<file path="config.mk">
export PLATFORM = sky130hd
export DESIGN_NAME = overlay_bit_packer
export DESIGN_NICKNAME = d
export VERILOG_FILES = /design/src/rtl/overlay_bit_packer.sv
export SDC_FILE = /design/constraint.sdc
export NUM_CORES = 1
export LEC_CHECK = 0
export ABC_AREA = 1
export BUFFER_PORTS_ARGS = -buffer_cell sky130_fd_sc_hd__buf_2
export CORE_ASPECT_RATIO = 1.25
export CORE_UTILIZATION = 49
export DETAILED_ROUTE_END_ITERATION = 7
export PLACE_DENSITY = 0.69
export RECOVER_POWER = 50
export SLEW_MARGIN = 20
export SYNTH_ARGS = -nofsm -noshare
export SYNTH_HDL_FRONTEND = slang
export SYNTH_SLANG_ARGS = --single-unit
</file>
<file path="constraint.sdc">
create_clock -name clk -period 7.7 [get_ports clk]
set_clock_uncertainty 0.15 [all_clocks]
set_input_delay 1.54 -clock clk [delete_from_list [all_inputs] [get_ports clk]]
set_output_delay 1.54 -clock clk [all_outputs]
set_load 0.05 [all_outputs]
</file>
<file path="src/rtl/overlay_bit_packer.sv">
// Overlay capture packer: thresholds RGB luma into a 1bpp mask and
// writes packed mask words to the overlay bitmap RAM, one frame per start.
module overlay_bit_packer #(
    parameter int WORD_W   = 8,
    parameter int ADDR_W   = 16,
    parameter int H_ACTIVE = 640,
    parameter int V_ACTIVE = 480
) (
    input  logic              clk,
    input  logic              reset_n,
    input  logic              start,
    input  logic [7:0]        threshold,
    input  logic              invert,
    input  logic              pix_valid,
    input  logic              pix_sof,
    input  logic [23:0]       pix_data,
    output logic              mem_we,
    output logic [ADDR_W-1:0] mem_addr,
    output logic [WORD_W-1:0] mem_wdata,
    output logic              busy,
    output logic              done,
    output logic              frame_err
);

    localparam int TOTAL = H_ACTIVE * V_ACTIVE;
    localparam int CNT_W = $clog2(TOTAL + 1);
    localparam int IDX_W = $clog2(WORD_W);

    localparam logic [CNT_W-1:0]  LAST     = CNT_W'(TOTAL - 1);
    localparam logic [CNT_W-1:0]  CNT_ONE  = 1;
    localparam logic [IDX_W-1:0]  IDX_ONE  = 1;
    localparam logic [IDX_W-1:0]  IDX_TOP  = IDX_W'(WORD_W - 1);
    localparam logic [ADDR_W-1:0] ADDR_ONE = 1;

    typedef enum logic [2:0] {
        IDLE,
        WAIT_SOF,
        CAPTURE,
        FLUSH,
        DONE
    } state_t;

    state_t             state;
    logic [7:0]         thrQ;
    logic               invQ;
    logic [CNT_W-1:0]   pixCnt;
    logic [IDX_W-1:0]   bitIdx;
    logic [WORD_W-1:0]  shiftReg;
    logic [ADDR_W-1:0]  wordAddr;

    logic [9:0]         lumaSum;
    logic [7:0]         luma;
    logic               pixBit;
    logic               accept;
    logic               restart;
    logic [IDX_W-1:0]   curIdx;
    logic [CNT_W-1:0]   curCnt;
    logic [WORD_W-1:0]  curWord;
    logic [ADDR_W-1:0]  curAddr;
    logic               curFull;
    logic               curLast;

    // A SOF pixel either opens the frame or restarts an interrupted one,
    // so both paths pack it from a cleared word/count/address.
    always_comb begin
        lumaSum = {2'b00, pix_data[23:16]} + {1'b0, pix_data[15:8], 1'b0}
                + {2'b00, pix_data[7:0]};
        luma    = lumaSum[9:2];
        pixBit  = (luma >= thrQ) ^ invQ;
        accept  = pix_valid && ((state == WAIT_SOF && pix_sof) || state == CAPTURE);
        restart = (state == WAIT_SOF) || (pix_sof && pixCnt != LAST);
        curIdx  = restart ? '0 : bitIdx;
        curCnt  = restart ? '0 : pixCnt;
        curAddr = restart ? '0 : wordAddr;
        curWord = (restart ? '0 : shiftReg) | (WORD_W'(pixBit) << curIdx);
        curFull = (curIdx == IDX_TOP);
        curLast = (curCnt == LAST);
    end

    always_ff @(posedge clk) begin
        if (!reset_n) begin
            state     <= IDLE;
            thrQ      <= '0;
            invQ      <= 1'b0;
            pixCnt    <= '0;
            bitIdx    <= '0;
            shiftReg  <= '0;
            wordAddr  <= '0;
            mem_we    <= 1'b0;
            mem_addr  <= '0;
            mem_wdata <= '0;
            busy      <= 1'b0;
            done      <= 1'b0;
            frame_err <= 1'b0;
        end else begin
            mem_we    <= 1'b0;
            done      <= 1'b0;
            frame_err <= 1'b0;
            unique case (state)
                IDLE: begin
                    if (start) begin
                        thrQ     <= threshold;
                        invQ     <= invert;
                        busy     <= 1'b1;
                        pixCnt   <= '0;
                        bitIdx   <= '0;
                        shiftReg <= '0;
                        wordAddr <= '0;
                        state    <= WAIT_SOF;
                    end
                end
                WAIT_SOF, CAPTURE: begin
                    if (accept) begin
                        frame_err <= (state == CAPTURE) && restart;
                        pixCnt    <= curCnt + CNT_ONE;
                        if (curFull) begin
                            mem_we    <= 1'b1;
                            mem_addr  <= curAddr;
                            mem_wdata <= curWord;
                            wordAddr  <= curAddr + ADDR_ONE;
                            shiftReg  <= '0;
                            bitIdx    <= '0;
                        end else begin
                            wordAddr  <= curAddr;
                            shiftReg  <= curWord;
                            bitIdx    <= curIdx + IDX_ONE;
                        end
                        if (curLast)
                            state <= curFull ? DONE : FLUSH;
                        else
                            state <= CAPTURE;
                    end
                end
                FLUSH: begin
                    mem_we    <= 1'b1;
                    mem_addr  <= wordAddr;
                    mem_wdata <= shiftReg;
                    wordAddr  <= wordAddr + ADDR_ONE;
                    shiftReg  <= '0;
                    bitIdx    <= '0;
                    state     <= DONE;
                end
                DONE: begin
                    done  <= 1'b1;
                    busy  <= 1'b0;
                    state <= IDLE;
                end
                default: state <= IDLE;
            endcase
        end
    end

endmodule

</file>
==> results of run 1 <==
## synthesized netlist by cell type, drive strengths merged, types with 4 or more instances
cell type / instances / area share, %
xor2: 8 / 1.3
ha: 20 / 4.7
a21oi: 78 / 7.6
nand3: 66 / 6.8
buf: 13 / 1.6
nand3b: 5 / 0.70
a31oi: 14 / 1.6
dfxtp: 86 / 32
inv: 105 / 7.4
nor2: 78 / 6.8
nand2: 167 / 12
nand4: 27 / 3.4
nor3: 4 / 0.56
clkbuf: 14 / 1.2
fa: 8 / 3.0
o211ai: 7 / 0.99
o21ai: 54 / 5.1
## final cells by class
type	instances	area, µm²	share of cell area, %
multi-input cells	555	3065	51.59
flip-flops and latches	86	1722	28.97
inverters	106	397.9	6.696
repair buffers	67	299.0	5.033
clock buffers	11	232.7	3.917
well taps	132	165.2	2.780
clock inverters	5	60.06	1.011
## cell families (layout without fill, tap and decap cells)
| kind of cell | Yosys count | count (layout) | synth area share (%) |
|---|---|---|---|
| buffers and inverters | 133 | 189 | 10.26 |
| AND/OR/NAND/NOR | 352 | 352 | 30.81 |
| AO/OA/AOI/OAI | 164 | 164 | 17.13 |
| adder cells (fa/ha/maj) | 28 | 28 | 7.698 |
| XOR/XNOR | 11 | 11 | 1.807 |
| flip-flops | 86 | 86 | 32.29 |
## power breakdown
group	switching, mW	total (mW)	internal [mW]
Combinational	0.119	0.184	0.0651
Sequential	0.00460	0.457	0.452
Clock	0.179	0.431	0.252
Total	0.302	1.07	0.769
## routing by layer
| layer | GRT usage (%) | share of wire (%) | wire (µm) | vias up |
|---|---|---|---|---|
| li1 | - | - | - | 2671 |
| met1 | 30.05 | 44 | 5763 | 2442 |
| met3 | 4.311 | 4.2 | 552 | 16 |
| met5 | 0 | 0 | 0 | - |
| met4 | 6.534 | 1.2 | 157 | 0 |
| met2 | 41.34 | 51 | 6609 | 113 |
## worst paths after layout
path                       end  slack [ns]  cells after the start
hold / removal    mem_wdata[5]        0.31                      2
setup reg to reg  wordAddr[14]        3.31                     18
hold reg to reg   mem_wdata[5]        0.31                      2
setup / recovery  wordAddr[14]        2.93                     16
## worst register-to-register path: stages, from the launching register on
cell	delay, ns
dfxtp_1	0.31
inv_1	0.08
nand2_1	0.07
nor2_1	0.24
nand3_2	0.16
o21bai_4	0.41
nand2_4	0.33
nor2_1	0.40
ha_1	0.23
ha_1	0.45
nand2_1	0.14
nor2_1	0.18
nand3_1	0.13
nor3_1	0.17
nand2_1	0.11
nor2_1	0.21
nand3b_1	0.13
o211ai_1	0.19
a21oi_1	0.08
## stage by stage
| step | utilization [%] | setup slack, ns | hold slack (ns) | power (mW) |
|---|---|---|---|---|
| floorplan | - | 3.036 | 0.2780 | 0.6065 |
| global placement | 53.87 | 2.713 | 0.2846 | 0.6435 |
| detailed placement | 53.87 | 2.642 | 0.2918 | 0.6495 |
| CTS | 56.65 | 2.980 | 0.3061 | 1.080 |
| global route | 56.25 | 2.575 | 0.3308 | 1.125 |
| finish | 56.25 | 2.932 | 0.3059 | 1.071 |
## state kept, by name, summed over array words and instances, names as in the netlist
| register | flops |
|---|---|
| thrQ | 8 |
| pixCnt | 19 |
| wordAddr | 16 |
| state | 3 |
| mem_addr | 16 |
| done | 1 |
| shiftReg | 8 |
| mem_wdata | 8 |
| mem_we | 1 |
| busy | 1 |
| frame_err | 1 |
| invQ | 1 |
| bitIdx | 3 |
==> flow_summary.yaml, run 1 <==
floorplanning:
  fp-row-count: 42
  start_util_pct: 50.47
  die_area_um2: 11300
  fp.dieW_um: 95.30
  io_pins: 66
  coreArea_um2: 10560
  die_y_um: 118.6
pwr:
  p_per_area_nw_per_um2: 180.3
  p_leak_nw: 2.260
  ir_worst_vdd_uv: 133.1
routing:
  first_iter_violations: 228
  num_vias: 5242
  wl_per_cell_um: 13.60
  wl_um: 13080
  postRouteAntennaNets: 0
  dr.pass1.iters: 5
  via_per_inst: 5.449
  drc_errors: 0
critical_path:
  cp-start-kind: "primary input"
  critPathSlowestCell: "ha_1"
  path_delay_family: "simple AND/OR/NAND/NOR gates"
  critPathMostFrequentCell: "nor2_1"
  cp-startpoint: "pix_sof"
  cp_max_fo: 30
  worstPathRequired_ns: 7.66
  path_class: "primary input to flop"
  cp_data_arrival_time_ns: 4.73
  endpoint_kind: "flop"
  r2r-start: "pixCnt[17]"
  cpPeakStageDelay_ns: 0.45
  cp_cell_sequence: "buf_2 -> inv_1 -> o21bai_4 -> nand2_4 -> nor2_1 -> ha_1 -> ha_1 -> nand2_1 -> nor2_1 -> nand3_1 -> nor3_1 -> nand2_1 -> nor2_1 -> nand3b_1 -> o211ai_1 -> a21oi_1"
  critPathBufInv: 2
synthesis:
  seq_area_frac_synth_pct: 32.29
  ys_types: 45
  synthCells: 774
  syn-cell-area_um2: 5331
  synth_warnings: 0
  ys_seq_elements: 86
  synth_nets: 840
  ys.flop_type: "dfxtp_1"
  async_flop_share_pct: 0
  synth-edff-count: 0
  synth_area_per_cell_um2: 6.888
finish:
  antenna_cells: 0
  syn_to_final_growth_pct: 11.45
  layout-drive-gt1-share_pct: 10.84
  final_cells: 962
  final_cell_mix: "nand2_1, inv_1, dfxtp_1, a21oi_1, nand3_1"
  final_common_cell: "nand2_1"
  fin_area_um2: 5942
  num-fill-cells: 1062
  final_nets: 891
cts:
  cts_tree: "done"
  cts_buffer_depth: 2
  root_buffer: "clkbuf_16"
  numCtsBuffers: 9
  clock_sinks: 86
  cts_hold_buffers: 0
  cts-resized-gates: 0
  postCtsSetupBuffers: 0
  insertion_delay_ns: 0.34
  clk_pin_slew_ns: 0.07
  h-tree-depth: 3
timing:
  maxClockFrequency_mhz: 209.7
  relSlewSlack_pct: -70.76
  setup_viol: 0
  fin_tns_setup_ns: 0
  rsz0062_at_grt: "false"
  tightest_slew_ns: 2.561
  fin_crit_sh_pct: 61.92
  finalCriticalPeriod_ns: 4.768
  drv_slew: 53
  hold_viol_final: 0
grt:
  grt_pass1_wl_um: 21680
  grt_max_degree: 53
  track_usage_pct: 24.00
  antenna_found_initial: 0
  grt_pass1_vias: 4817
  gr-total-overflow: 0
hold_path:
  worstHoldStart: "mem_wdata[5]"
  hold_class: "flop to flop"
place:
  gp_congestion: 0.9238
  hpwl_um: 9552
  io_buffer_count: 65
  placed_cell_area_um2: 5690
  placed_cells: 946
run:
  cap_violations: 1
run_status:
  violations: "max-capacitance violations, max-slew violations"
  outcome: "finished, violations left"
No activity file was read; power rests on OpenSTA's default activity.
==> run 2: changes to the inputs <==
Settings changed: ABC_AREA 1 to 0, PLACE_DENSITY 0.69 to 0.72.
Clock period 7.7 ns to 4.2 ns, I/O delays scaled along.
==> flow_summary.yaml, run 2 <==
routing:
  drc_errors: 0
  wl_um: 12620
  wl_per_cell_um: 15.72
  via_per_inst: 6.002
  first_iter_violations: 289
  num_vias: 4820
  dr.pass1.iters: 5
  postRouteAntennaNets: 0
cts:
  postCtsSetupBuffers: 0
  clock_sinks: 86
  h-tree-depth: 3
  cts_tree: "done"
  root_buffer: "clkbuf_16"
  cts_buffer_depth: 2
  cts_hold_buffers: 0
  clk_pin_slew_ns: 0.06
  insertion_delay_ns: 0.34
  cts-resized-gates: 0
  numCtsBuffers: 9
hold_path:
  hold_class: "flop to flop"
finish:
  antenna_cells: 0
  final_cell_mix: "nand2_1, dfxtp_1, nor2_1, buf_2, clkbuf_1"
  regMostFlops: "pixCnt"
  syn_to_final_growth_pct: 14.24
  reg_top3: "pixCnt: 19 flops, mem_addr: 16 flops, wordAddr: 16 flops"
  final_util_pct: 58.62
  largest_reg_flops: 19
  final_common_cell: "nand2_1"
  final_cells: 803
  fin_area_um2: 5720
  final_nets: 739
  layout-drive-gt1-share_pct: 12.85
floorplanning:
  fp.dieW_um: 92.42
  die_area_um2: 10630
  io_pins: 66
  coreArea_um2: 9759
  fp-row-count: 40
  start_util_pct: 51.31
  die_y_um: 115.0
synthesis:
  yosysMostFrequentCell: "nand2_1"
  synth_area_leaders: "dfxtp_1, nand2_1, ha_1, o21ai_0, nor2_1"
  synth-edff-count: 0
  syn-cell-area_um2: 5007
  synth_area_per_cell_um2: 8.142
  synth.largest_area_cell: "dfxtp_1"
  seq_area_frac_synth_pct: 34.38
  synth_top_area_share_pct: 34.38
  ys.flop_type: "dfxtp_1"
  ys_seq_elements: 86
  synth_common_cells: "nand2_1, dfxtp_1, nor2_1, o21ai_0, a21oi_1"
  ys_types: 71
  async_flop_share_pct: 0
  synth_warnings: 0
  synthCells: 615
  synth_nets: 681
timing:
  hold_viol_final: 0
  finalCriticalPeriod_ns: 4.030
  rsz0062_at_grt: "false"
  setup_viol: 0
  fin_crit_sh_pct: 95.94
  relSlewSlack_pct: 9.275
  maxClockFrequency_mhz: 248.2
  tightest_slew_ns: 1.361
  drv_slew: 0
critical_path:
  cp_max_fo: 6
  endpoint_kind: "flop"
  cp_data_arrival_time_ns: 4.11
  worstPathRequired_ns: 4.28
  path_class: "primary input to flop"
  cp-start-kind: "primary input"
grt:
  track_usage_pct: 24.34
  antenna_found_initial: 0
  gr-total-overflow: 0
  grt_pass1_wl_um: 20740
  grt_max_degree: 29
  grt_pass1_vias: 4513
place:
  gp_congestion: 0.8874
  placed_cell_area_um2: 5483
  io_buffer_count: 65
  placed_cells: 788
  hpwl_um: 8987
run_status:
  outcome: "complete, no violations"
pwr:
  p_per_area_nw_per_um2: 350.4
  p_leak_nw: 2.119
  ir_worst_vdd_uv: 269.5
run:
  cap_violations: 0
[run 2: final cells by class]
type,instances,area [µm²]
well taps,126,157.7
fillers,932,4039
multi-input cells,465,3028
repair buffers,86,431.7
flip-flops and latches,86,1722
inverters,25,93.84
clock buffers,15,287.8
[run 2: logic make-up (layout without fill, tap and decap cells)]
kind of cell             Yosys count  in the layout  synth area share [%]
buffers and inverters             64            126                 5.447
XOR/XNOR                          21             21                 3.673
adder cells (fa/ha/maj)           28             28                 8.196
multiplexers                       2              2                0.3998
flip-flops                        86             86                 34.38
AND/OR/NAND/NOR                  243            243                 24.01
AO/OA/AOI/OAI                    171            171                 23.89
[run 2: final timing paths]
kind / startpoint / endpoint / depth (start not counted) / slack, ns
worst max-delay path: pix_data[2] / shiftReg[7] / 15 / 0.17
worst min-delay path: mem_wdata[0] / mem_wdata[0] / 2 / 0.29
worst max register to register: pixCnt[14] / mem_addr[0] / 12 / 0.32
worst min register to register: mem_wdata[0] / mem_wdata[0] / 2 / 0.29
[run 2: metrics by stage]
step	setup WS [ns]	power (mW)	setup TNS [ns]	hold WS, ns
6_report	0.1704	2.005	0	0.2912
5_1_grt	0.009983	2.099	0	0.3119
4_1_cts	0.08913	2.009	0	0.2912
2_1_floorplan	0.01157	1.133	0	0.2822
3_5_place_dp	-0.2377	1.246	-2.327	0.2784
3_3_place_gp	-0.1243	1.233	-0.8365	0.2798
[run 2: metal layers]
metal | vias up | wire [µm] | global-route usage (%)
met4 | 0 | 255 | 9.479
li1 | 2344 | - | -
met5 | - | 0 | 0
met2 | 169 | 6305 | 43.65
met1 | 2282 | 5406 | 28.50
met3 | 25 | 652 | 4.696
[run 2: critical path, stage by stage]
cell and delay [ns]:
buf_2 0.11, fa_1 0.54, fa_2 0.41, a21o_1 0.19
a21oi_2 0.14, o21bai_1 0.09, a21oi_2 0.17, o21ai_1 0.08
ha_1 0.30, a211oi_2 0.21, nand2_1 0.09, a211o_1 0.24
o2111a_2 0.20, and4_2 0.27, o2111a_1 0.22
[run 2: power breakdown]
part	switching, mW	internal, mW
Sequential	0.0109	0.827
Combinational	0.232	0.171
Clock	0.302	0.463
==> run 3: changes to the inputs <==
Settings changed: CORE_UTILIZATION 49 to 45, PLACE_DENSITY 0.72 to 0.67.
==> flow_summary.yaml, run 3 (synthesis gave the netlist of run 2 again) <==
pwr:
  p_clk_share_pct: 41.2
  switching_share_pct: 27.02
  p_per_area_nw_per_um2: 366.2
  finalPower_mw: 2.103
  combPwrFrac_pct: 19.0
  sequentialPowerShare_pct: 39.8
  ir_worst_vdd_uv: 232.8
  p_sw_uw: 568.3
  intPower_mw: 1.535
  p_leak_nw: 2.144
place:
  io_buffer_count: 65
  placed_cells: 794
  hpwl_um: 9110
  placed_cell_area_um2: 5490
  gp_congestion: 0.8906
timing:
  fin_crit_sh_pct: 95.85
  rsz0062_at_grt: "false"
  relSlewSlack_pct: 4.763
  setup_viol: 0
  hold_viol_final: 0
  maxClockFrequency_mhz: 248.4
  finalCriticalPeriod_ns: 4.026
  drv_slew: 0
  tightest_slew_ns: 1.429
  fin_hold_ws_ns: 0.2949
  fin_tns_setup_ns: 0
cts:
  numCtsBuffers: 9
  postCtsSetupBuffers: 0
  clock_sinks: 86
  root_buffer: "clkbuf_16"
  insertion_delay_ns: 0.34
  cts_tree: "done"
  cts_buffer_depth: 2
  h-tree-depth: 3
  clk_pin_slew_ns: 0.06
grt:
  antenna_found_initial: 0
  track_usage_pct: 23.02
  grt_pass1_vias: 4483
  grt_max_degree: 29
  gr-total-overflow: 0
  grt_pass1_wl_um: 20990
floorplanning:
  die_y_um: 119.9
  io_pins: 66
  die_area_um2: 11560
  fp-row-count: 42
  fp.dieW_um: 96.35
  coreArea_um2: 10720
  start_util_pct: 46.71
critical_path:
  r2r_cells: 12
  cp_max_fo: 6
  rrSetupSlack_ns: 0.34
  r2r-end: "wordAddr[14]"
  endpoint_kind: "flop"
  cp-startpoint: "pix_data[1]"
  worstPathRequired_ns: 4.28
  r2r-start: "pixCnt[14]"
  cp-start-kind: "primary input"
  path_class: "primary input to flop"
  cp_data_arrival_time_ns: 4.10
finish:
  layout-drive-gt1-share_pct: 13.13
  num-fill-cells: 1043
  regArea_um2: 1722
  fin_area_um2: 5743
  antenna_cells: 0
  final_common_cell: "nand2_1"
  syn_to_final_growth_pct: 14.69
  reg_top3: "pixCnt: 19 flops, mem_addr: 16 flops, wordAddr: 16 flops"
  final_nets: 739
  multi_input_area_um2: 3002
  final_cell_mix: "nand2_1, dfxtp_1, nor2_1, buf_2, o21ai_0"
  regMostFlops: "pixCnt"
  largest_reg_flops: 19
  final_cells: 810
hold_path:
  hold_class: "flop to flop"
  worstHoldStart: "mem_wdata[0]"
  whs_path_depth: 2
  holdPathEnd: "mem_wdata[0]"
routing:
  wl_um: 12810
  drc_errors: 0
  drt-met1-wl_um: 5566
  wl_per_cell_um: 15.81
  postRouteAntennaNets: 0
  dr.max_layer_used: "met4"
  via_per_inst: 5.904
  first_iter_violations: 320
  wl_met3_um: 578
  num_vias: 4782
  wl_met2_um: 6464
  dr.pass1.iters: 6
run:
  cap_violations: 0
run_status:
  outcome: "complete, no violations"
[run 3: cell count changes in the layout (fill, tap and decap cells not counted), sizes merged]
cell,previous run,this run
clkinv,0,3
buf,53,54
bufinv,0,2
clkbuf,48,43
[run 3: how the worst max path moves through the flow]
stage                              end  slack [ns]  depth (start not counted)
after detailed placement   shiftReg[7]       -0.26                         17
after global placement     shiftReg[4]       -0.12                         17
after floorplan           mem_wdata[1]        0.01                         17
after CTS                  shiftReg[7]         0.1                         17
final                      shiftReg[7]        0.17                         17
after global routing       shiftReg[7]       0.007                         17
[run 3: worst max-delay path, cell delays in order]
cell and delay, ns:
buf_2 0.08, inv_1 0.05, fa_1 0.54, nor2_1 0.07, fa_2 0.34, a21o_1 0.19
a21oi_2 0.14, o21bai_1 0.09, a21oi_2 0.16, o21ai_1 0.08, ha_1 0.30, a211oi_2 0.21
nand2_1 0.09, a211o_1 0.23, o2111a_2 0.19, and4_2 0.27, o2111a_1 0.24
[run 3: through the flow]
step | utilization [%] | setup WS (ns)
2_1_floorplan | - | 0.01157
3_3_place_gp | 51.19 | -0.1237
3_5_place_dp | 51.21 | -0.2561
4_1_cts | 54.25 | 0.09839
5_1_grt | 53.57 | 0.006625
6_report | 53.57 | 0.1745
[run 3: routing by layer]
| layer | global-route usage (%) | vias up |
|---|---|---|
| li1 | - | 2337 |
| met1 | 29.24 | 2302 |
| met2 | 39.32 | 125 |
| met3 | 3.612 | 18 |
| met4 | 7.261 | 0 |
| met5 | 0 | - |
[run 3: layout make-up]
class                   instances  share of cell area, %
clock buffers                  11                  4.227
clock inverters                 5                  1.438
inverters                      25                  1.634
multi-input cells             465                  52.27
flip-flops and latches         86                  29.98
well taps                     132                  2.876
repair buffers                 86                  7.582
[run 3: what timing repair did]
item | CTS | global route
resized for setup | 0 | 5
hold buffers | 0 | 0
setup endpoints to repair | 0 | 10
[run 3: power by group through the flow]
stage / logic (mW) / registers [mW] / clock network [mW]
6_report: 0.399 / 0.837 / 0.867
5_1_grt: 0.448 / 0.838 / 0.916
4_1_cts: 0.399 / 0.836 / 0.880
3_5_place_dp: 0.396 / 0.855 / 0
3_3_place_gp: 0.380 / 0.855 / 0
2_1_floorplan: 0.277 / 0.856 / 0
